File: config.mk
export PLATFORM = sky130hd
export DESIGN_NAME = intctl85
export DESIGN_NICKNAME = d
export VERILOG_FILES = /design/src/rtl/intctl85_pkg.sv /design/src/rtl/intctl85_sync_edge.sv /design/src/rtl/intctl85.sv
export SDC_FILE = /design/constraint.sdc
export NUM_CORES = 1
export LEC_CHECK = 0
export ABC_AREA = 1
export CORE_MARGIN = 1
export CORE_UTILIZATION = 43
export DETAILED_ROUTE_END_ITERATION = 8
export PLACE_DENSITY = 0.79
export SYNTH_ARGS = -nofsm -noshare
export SYNTH_HDL_FRONTEND = slang
export SYNTH_HIERARCHICAL = 1
export SYNTH_SLANG_ARGS = --single-unit
export TNS_END_PERCENT = 1
File: constraint.sdc
create_clock -name clk -period 1.3 [get_ports clk]
set_clock_uncertainty 0.15 [all_clocks]
set_input_delay 0.13 -clock clk [delete_from_list [all_inputs] [get_ports clk]]
set_output_delay 0.13 -clock clk [all_outputs]
set_load 0.02 [all_outputs]
File: src/rtl/intctl85_pkg.sv
// Shared constants for the 8085-class interrupt controller: source encoding,
// default vector addresses and the RST vector helper.
package intctl85_pkg;

  localparam int unsigned SRC_W = 4;

  localparam logic [SRC_W-1:0] SRC_NONE = SRC_W'(0);
  localparam logic [SRC_W-1:0] SRC_TRAP = SRC_W'(1);
  localparam logic [SRC_W-1:0] SRC_INTR = SRC_W'(2);
  localparam logic [SRC_W-1:0] SRC_RST0 = SRC_W'(3);

  localparam logic [15:0] TRAP_VEC_DEF = 16'h0024;
  localparam logic [15:0] RST_BASE_DEF = 16'h002C;
  localparam int unsigned RST_STEP_DEF = 8;

  // Vector of RST line idx; the caller truncates to its address width.
  function automatic logic [31:0] rst_vector(input logic [31:0] base,
                                             input int unsigned step,
                                             input int unsigned idx);
    return base + 32'(step * idx);
  endfunction

endpackage

File: src/rtl/intctl85_sync_edge.sv
// Multi-flop synchroniser for one asynchronous pin followed by a one-flop
// rising-edge detector; level_s is the detector flop output.
module sync_edge #(
  parameter int unsigned SYNC_STAGES = 2
) (
  input  logic clk,
  input  logic rst,
  input  logic d,
  output logic level_s,
  output logic rise
);

  logic [SYNC_STAGES-1:0] q;

  always_ff @(posedge clk) begin
    if (rst) begin
      q       <= '0;
      level_s <= 1'b0;
    end else begin
      q       <= {q[SYNC_STAGES-2:0], d};
      level_s <= q[SYNC_STAGES-1];
    end
  end

  // Rise is seen one cycle before level_s so latched and level paths align.
  assign rise = q[SYNC_STAGES-1] & ~level_s;

endmodule

File: src/rtl/intctl85.sv
// Interrupt and serial-pin controller: TRAP, vectored RST lines, INTR,
// SIM/RIM mask and status, SID/SOD; presents one registered request.
module intctl85
  import intctl85_pkg::*;
#(
  parameter int unsigned         NUM_RST     = 3,
  parameter logic [NUM_RST-1:0]  EDGE_MASK   = NUM_RST'(3'b100),
  parameter int unsigned         SYNC_STAGES = 2,
  parameter int unsigned         ADDRSIZE    = 16,
  parameter logic [ADDRSIZE-1:0] TRAP_VEC    = ADDRSIZE'(TRAP_VEC_DEF),
  parameter logic [ADDRSIZE-1:0] RST_BASE    = ADDRSIZE'(RST_BASE_DEF),
  parameter int unsigned         RST_STEP    = RST_STEP_DEF
) (
  input  logic                clk,
  input  logic                rst,
  input  logic                trap,
  input  logic [NUM_RST-1:0]  rst_in,
  input  logic                intr,
  input  logic                sid,
  input  logic                inst_done,
  input  logic                ei,
  input  logic                di,
  input  logic                mask_wr,
  input  logic [NUM_RST-1:0]  mask_in,
  input  logic [NUM_RST-1:0]  edge_clr,
  input  logic                sod_wr,
  input  logic                sod_in,
  input  logic                ack,
  output logic                irq,
  output logic [ADDRSIZE-1:0] irq_vec,
  output logic                irq_intr,
  output logic                ie,
  output logic                ie_saved,
  output logic [NUM_RST-1:0]  mask,
  output logic [NUM_RST-1:0]  pending,
  output logic                sid_s,
  output logic                sod
);

  logic               trap_lvl, trap_rise;
  logic               intr_lvl, intr_rise_unused;
  logic               sid_lvl, sid_rise_unused;
  logic [NUM_RST-1:0] rst_lvl, rst_rise;

  sync_edge #(.SYNC_STAGES(SYNC_STAGES)) u_sync_trap (
    .clk(clk), .rst(rst), .d(trap), .level_s(trap_lvl), .rise(trap_rise));
  sync_edge #(.SYNC_STAGES(SYNC_STAGES)) u_sync_intr (
    .clk(clk), .rst(rst), .d(intr), .level_s(intr_lvl), .rise(intr_rise_unused));
  sync_edge #(.SYNC_STAGES(SYNC_STAGES)) u_sync_sid (
    .clk(clk), .rst(rst), .d(sid), .level_s(sid_lvl), .rise(sid_rise_unused));

  for (genvar g = 0; g < NUM_RST; g++) begin : g_rst
    sync_edge #(.SYNC_STAGES(SYNC_STAGES)) u_sync (
      .clk(clk), .rst(rst), .d(rst_in[g]), .level_s(rst_lvl[g]), .rise(rst_rise[g]));
  end

  logic [NUM_RST-1:0] latch;
  logic               trap_latch;
  logic               arm;
  logic [SRC_W-1:0]   irq_src;

  logic                ack_fire_c, trap_ack_c, ie_eff_c;
  logic [NUM_RST-1:0]  rst_ack_c, clr_c, avail_c, elig_c;
  logic [SRC_W-1:0]    win_src_c;
  logic [ADDRSIZE-1:0] win_vec_c;
  logic                win_intr_c;
  logic                ie_n_c, arm_n_c;

  // Acknowledge decode, eligibility and priority resolution for the next request.
  always_comb begin
    ack_fire_c = ack & irq;
    trap_ack_c = ack_fire_c & (irq_src == SRC_TRAP);
    ie_eff_c   = ie & ~ack_fire_c & ~di;
    rst_ack_c  = '0;
    for (int unsigned i = 0; i < NUM_RST; i++) begin
      rst_ack_c[i] = ack_fire_c & (irq_src == SRC_W'(i + 32'(SRC_RST0)));
    end
    clr_c   = EDGE_MASK & (rst_ack_c | (mask_wr ? edge_clr : '0));
    avail_c = (EDGE_MASK & latch & ~clr_c) | (~EDGE_MASK & rst_lvl);
    elig_c  = avail_c & ~mask & {NUM_RST{ie_eff_c}};

    win_src_c  = SRC_NONE;
    win_vec_c  = '0;
    win_intr_c = 1'b0;
    if (intr_lvl & ie_eff_c) begin
      win_src_c  = SRC_INTR;
      win_intr_c = 1'b1;
    end
    // Ascending scan: the highest eligible line overrides lower ones.
    for (int unsigned i = 0; i < NUM_RST; i++) begin
      if (elig_c[i]) begin
        win_src_c  = SRC_W'(i + 32'(SRC_RST0));
        win_vec_c  = ADDRSIZE'(rst_vector(32'(RST_BASE), RST_STEP, i));
        win_intr_c = 1'b0;
      end
    end
    if (trap_latch & trap_lvl & ~trap_ack_c) begin
      win_src_c  = SRC_TRAP;
      win_vec_c  = TRAP_VEC;
      win_intr_c = 1'b0;
    end
  end

  // Interrupt-enable sequencing: EI arms, next instruction boundary enables.
  always_comb begin
    ie_n_c  = ie;
    arm_n_c = arm;
    if (arm & inst_done) begin
      ie_n_c  = 1'b1;
      arm_n_c = 1'b0;
    end
    if (ei)         arm_n_c = 1'b1;
    if (ack_fire_c) ie_n_c  = 1'b0;
    if (di) begin
      ie_n_c  = 1'b0;
      arm_n_c = 1'b0;
    end
  end

  always_ff @(posedge clk) begin
    if (rst) begin
      latch      <= '0;
      trap_latch <= 1'b0;
      arm        <= 1'b0;
      ie         <= 1'b0;
      ie_saved   <= 1'b0;
      mask       <= '1;
      sod        <= 1'b0;
      irq        <= 1'b0;
      irq_vec    <= '0;
      irq_intr   <= 1'b0;
      irq_src    <= SRC_NONE;
    end else begin
      latch      <= (EDGE_MASK & rst_rise) | (latch & ~clr_c);
      trap_latch <= trap_rise | (trap_latch & ~trap_ack_c);
      arm        <= arm_n_c;
      ie         <= ie_n_c;
      if (trap_ack_c) ie_saved <= ie;
      if (mask_wr)    mask     <= mask_in;
      if (sod_wr)     sod      <= sod_in;
      irq        <= (win_src_c != SRC_NONE);
      irq_vec    <= win_vec_c;
      irq_intr   <= win_intr_c;
      irq_src    <= win_src_c;
    end
  end

  assign pending = (EDGE_MASK & latch) | (~EDGE_MASK & rst_lvl);
  assign sid_s   = sid_lvl;

endmodule

* Word-level counts from Yosys, hierarchy flattened
Index checks and enable logic that the tools add are counted.
** Storage, ports and cells
- Memory bits (writable) :: 0
- Output and inout port bits :: 28
- Input bits :: 21
- ROM bits :: 0
- Word-level logic and storage cells :: 79
- Latch bits :: 0
- Memories :: 0
- Bits in registers :: 51
** Cells by class
- Muxes and demuxes :: 13
- Equal/unequal tests :: 4
- Shifts and indexed selects :: 0
- Bitwise logic cells :: 30
- Order comparisons :: 0
- Divide/modulo/power cells :: 0
- Add/subtract/negate cells :: 0
- Reductions and logical operators :: 7
- Multipliers :: 0
** Operators by type and width (count)
- $mux W6 :: 4
- $and A1 B1 Y1 :: 14
- $and A3 B3 Y3 :: 4
- $mux W3 :: 3
- $eq A4 B3 Y1 const B :: 2
- $not A3 Y3 :: 2
- $or A3 B2 Y3 :: 2
- $or A3 B3 Y3 :: 2
- $not A1 Y1 :: 5
- $reduce_or A5 Y1 :: 1
- $eq A4 B1 Y1 const B :: 1
- $eq A4 B2 Y1 const B :: 1
- $mux W2 :: 2
- $mux W4 :: 1
- $reduce_bool A4 Y1 :: 1
- $reduce_or A2 Y1 :: 2
- $reduce_or A4 Y1 :: 1
- $mux W1 :: 3
- $reduce_or A3 Y1 :: 1
- $reduce_bool A2 Y1 :: 1
- $or A1 B1 Y1 :: 1

* Depth between registers and ports, before layout
- Depth after elaboration :: 13
- Depth in mapped cells :: 7
- Depth with buffers taken out :: 7

* Hierarchy
Netlist, hierarchy kept.
** By module, submodules not included
- intctl85 :: sequential area each 340.3 µm², area each 839.6 µm², cells an instance 97, instances 1
- sync_edge :: sequential area each 60.1 µm², area each 86.3 µm², cells an instance 10, instances 6

* Worst setup path after synthesis
Ideal clock, no wire load.
- Kind :: reg2reg
- From :: register irq
- To :: register irq
- Cell stages (with the launch flop) :: 8
- Required time :: 1036 ps
- Buffers on the path :: 0
- Slack :: 26 ps
- Arrival time :: 1010 ps
- Setup time :: 114 ps
- Period minus slack after synthesis :: 1274 ps
- Cells stage by stage :: dfxtp_1 nand2_2 inv_2 nand3_2 nand3_4 nand3_1 nand2_1 nand2_1
** Between the ends
- Longest elaborated chain between the ends :: 11
- Elaborated cells between the ends (all ways) :: 21
- Classes of those cells :: mux (5); bitwise (15); reduce/logical (1)
** Ends and longest elaborated chain
- from (decl) :: RTL line intctl85.sv:29 : output logic irq,
- from (signal assigned) :: RTL line intctl85.sv:141 : irq <= (win_src_c != SRC_NONE);
- $and A1 B1 Y1 * :: RTL line intctl85.sv:71 : ack_fire_c = ack & irq;
- $and A1 B1 Y1 or $not A1 Y1 (tied branches) :: RTL line intctl85.sv:76, intctl85.sv:73
- $or A3 B3 Y3 or $and A1 B1 Y1 (tied branches) :: RTL line intctl85.sv:78, intctl85.sv:73
- $not A3 Y3 or $and A1 B1 Y1 (tied branches) :: RTL line intctl85.sv:79, intctl85.sv:73
- $and A3 B3 Y3 or $and A1 B1 Y1 (tied branches) :: RTL line intctl85.sv:79, intctl85.sv:85
- $or A3 B2 Y3 or $mux W2 (tied branches) :: RTL line intctl85.sv:79, intctl85.sv:85
- $and A3 B3 Y3 or $mux W2 (tied branches) :: RTL line intctl85.sv:80, intctl85.sv:91
- $and A3 B3 Y3 or $mux W3 (tied branches) :: RTL line intctl85.sv:80, intctl85.sv:91
- $mux W3 :: RTL line intctl85.sv:91 : if (elig_c[i]) begin
- $mux W4 * :: RTL line intctl85.sv:97 : if (trap_latch & trap_lvl & ~trap_ack_c) begin
- $reduce_bool A4 Y1 * :: RTL line intctl85.sv:141
Mark *: on every way between the ends. The rest lies on a longest branch, timed or not.
A chain may end at the register's enable or synchronous reset.

* Worst setup path in the final report
- From :: register mask[2]
- To :: output port mask[2]
** RTL lines
- from (decl) :: RTL line intctl85.sv:34 : output logic [NUM_RST-1:0] mask,
- from (signal assigned) :: RTL line intctl85.sv:139 : if (mask_wr) mask <= mask_in;
No word-level cell between the ends.

==> results.md <==
- The run finished, with violations left.
- The checks that failed: design-rule violations.
- The critical path in this run is classified as register to output pin.
- The shortest period the worst path allows is 1.25 ns.
- The number of buffers added by the clock tree synthesis step is 5.
- Cells fill 62.3% of the core in the end.
- The HPWL after detailed placement is 1720 um.
- The maximum clock frequency is 0.802 GHz.
- The final estimated routing congestion in global placement is 0.769.
- Dividing total power by cell area gives a power density of roughly 1300 mW/mm^2.
- The met2 wirelength from detailed routing is 1100 um.
- The synthesized netlist occupies a cell area of 0.00134 mm^2.
- The initial cell density of the core is 47.1%.
- The routed length on met3 is 144 um.
- After detailed routing, the wire length on met1 is between 800 and 900 um.
- In the routed layout, each cell is associated on average with a via count of between 4 and 5.
- The required time of the critical path is about 1.0 ns.
- The min-delay analysis places its worst path in the category primary input to register.
- Setup repair after global routing could not meet its margin everywhere.
- On the worst path, the slowest cell contributes a delay of 0.37 ns.
- Summed over all layers, the global routing overflow is 0.
- OpenSTA, run right after detailed placement, puts the worst setup slack at -0.195 ns.
- After detailed routing, the number of remaining DRC violations is 2.
- The number of maximum-capacitance violations is 0.
- Counting both buffers and inverters, the worst setup path holds a total of 1.
- After detailed routing, no signal wire sits above met4.
- Each instance of the synthesized netlist takes up on average 8.77 um^2.
- Per report_power, the combinational group accounts for 8.8% of the total.
- The via count of the first global-routing pass is 910.
- The total number of clock tree sinks is 35.
- The capturing element type of the critical path is an output pin.
- The number of I/O port buffers is 34.
- The largest individual stage delay along the critical path comes from the cell sky130_fd_sc_hd__dfxtp_1.
- For the worst setup path, the data arrival time is 0.97 ns.
- The cell count after synthesis came out at 153.
- The width of the chip is about 58 um.
- TritonCTS built the clock tree.
- The final number of hold-violating endpoints is 0.
- The post-synthesis to final-layout area growth is 32.4%.
- Internal power comes to roughly 1.8 mW.
- The pin count of the biggest net entering global routing is 16.
- The net switching power is 0.478 mW.
- STA classifies the critical path startpoint as a register.
- Walking the worst path, the cells encountered are clkdlybuf4s15_2.
- During I/O placement, the number of pins put on the boundary was 49.
- The final layout net count is 217.
- The cell type group with the largest total delay on the critical path is flip-flops.
- The initial DRC count is 21.
- The leakage dissipation is 0.876 nW.
- After floorplanning, the core was sized to cover 0.00285 mm^2.
- The residual antenna-violating net count after detailed routing is 0.
- Overall power consumption after layout is estimated at 2.27 mW.
- The root buffer cell is sky130_fd_sc_hd__clkbuf_4.
- The initial antenna violation count was 0.
- The layout cell share with drive strength beyond 1 is 20.3%.
- The clock input transition at the sequential cells of the worst setup and hold paths is 0.11 ns.
- The number of antenna diodes in the final layout is 0.
- The Yosys step of the flow raised 6 warnings.
- The number of setup buffers added after CTS is 0.
- The final count of negative-setup-slack endpoints is 0.
- The overall die height is 57.9 um.
- For this block, the routed nets add up to 2180 um of wire.
- The global-route usage over all layers is 14.4%.
- The fraction of the cycle the final worst path needs is 96.0%.
- For this block, the via count after detailed routing is between 1000 and 1500.
- Setup slack on the critical path of the routed design comes to 0.0526 ns.
- The highest net fanout along the worst path is 2.
- The final routed wire length divided by cell count is 9.54 um.
- The floorplan step defined a die boundary enclosing 0.00335 mm^2.
- For the worst-skew pair, the clock arrives at the later sink with an insertion delay of 0.33 ns.
- Buffers inserted to repair hold after CTS numbered 0.
- The pre-antenna-repair detailed-routing pass consisted of 8 iterations.
- The H-tree generated during clock tree synthesis spans 2 levels.
- Per report_power, the clock group accounts for 41.8% of the total.
- In this run the deepest clock path goes through 2 buffers.
- The final max-slew violation count is 0.
- IR analysis of the VDD net gives a maximum drop of 0.000801 V.
- The first global-routing pass estimated around 3600 um of wire.
- The share of total power dissipated in sequential elements is 49.4%.
- The floorplan row count is 19.
- The share of total power consumed by net switching is between 20% and 30%.
## final timing paths
path	start	endpoint	cells after the start	slack, ns
worst max-delay path	mask[2]$_SDFFE_PP1P_	mask[2]	1	0.05
worst max register to register	ie$_SDFFE_PP0P_	irq$_SDFF_PP0_	7	0.07
worst min register to register	u_sync_sid/q[0]$_SDFF_PP0_	u_sync_sid/q[1]$_SDFF_PP0_	2	0.25
worst min-delay path	rst_in[0]	g_rst[0].u_sync/q[0]$_SDFF_PP0_	3	0.15
## tightest hold or removal path, delay by kind of cell
kind | cells | cell delay (ns)
simple gates | 1 | 0.03
buf+inv | 2 | 0.44
## cell type report
type / instances / area, um^2
inverters: 33 / 126
multi-input cells: 81 / 458
flip-flops and latches: 35 / 703
clock inverters: 3 / 67.6
repair buffers: 40 / 347
well taps: 31 / 38.8
clock buffers: 5 / 37.5
fillers: 254 / 1070
## cell usage in the layout, fill, tap and decap left out, types with 2 or more instances in the layout
master and instances:
sky130_fd_sc_hd__clkdlybuf4s50_1 18, sky130_fd_sc_hd__nor2_4 2, sky130_fd_sc_hd__clkdlybuf4s15_1 7, sky130_fd_sc_hd__nand3_4 3
sky130_fd_sc_hd__nand3_2 2, sky130_fd_sc_hd__inv_1 31, sky130_fd_sc_hd__dfxtp_2 2, sky130_fd_sc_hd__nand2_1 7
sky130_fd_sc_hd__o21ai_0 5, sky130_fd_sc_hd__clkbuf_2 7, sky130_fd_sc_hd__nor2_1 26, sky130_fd_sc_hd__conb_1 12
sky130_fd_sc_hd__nand3_1 2, sky130_fd_sc_hd__a21oi_1 12, sky130_fd_sc_hd__dfxtp_1 33, sky130_fd_sc_hd__bufinv_16 2
sky130_fd_sc_hd__buf_4 6, sky130_fd_sc_hd__clkbuf_4 5
## power groups by stage
stage	clock (mW)	combinational, mW	sequential, mW
after floorplan	0	0.111	1.16
after global placement	0	0.206	1.15
after detailed placement	0	0.209	1.15
after CTS	0.976	0.205	1.12
after global routing	1.02	0.219	1.13
final	0.951	0.200	1.12
## registers in the layout (all words and copies together) (netlist names)
name	count
irq_src	3
g_rst.u_sync/level_s	3
irq	1
ie	1
arm	1
irq_vec	3
ie_saved	1
g_rst.u_sync/q	6
irq_intr	1
sod	1
trap_latch	1
u_sync_intr/q	2
u_sync_intr/level_s	1
u_sync_sid/level_s	1
latch	1
mask	3
u_sync_trap/q	2
u_sync_trap/level_s	1
u_sync_sid/q	2
## layer usage
metal / global-route usage (%) / vias up
met1: 15.2 / 447
met4: 8.84 / 0
li1: - / 523
met5: 0 / -
met2: 24.6 / 36
met3: 4.69 / 7
## what timing repair did
| action | in CTS | in global routing |
|---|---|---|
| endpoints found under the hold margin | 0 | 0 |
| pin swaps | 0 | 1 |
| gates resized for setup | 28 | 19 |
| endpoints found under the setup margin | 16 | 21 |
## stage by stage
stage                     instance area (um^2)  instances  setup TNS [ns]  hold slack, ns
final                                     1780        228               0           0.153
after global placement                    1700        220           -1.02           0.238
after detailed placement                  1700        220           -1.27           0.245
after global routing                      1780        228               0           0.164
after CTS                                 1800        228               0           0.137
after floorplan                           1380        164               0          0.0512
(Power assumes the default switching activity.)
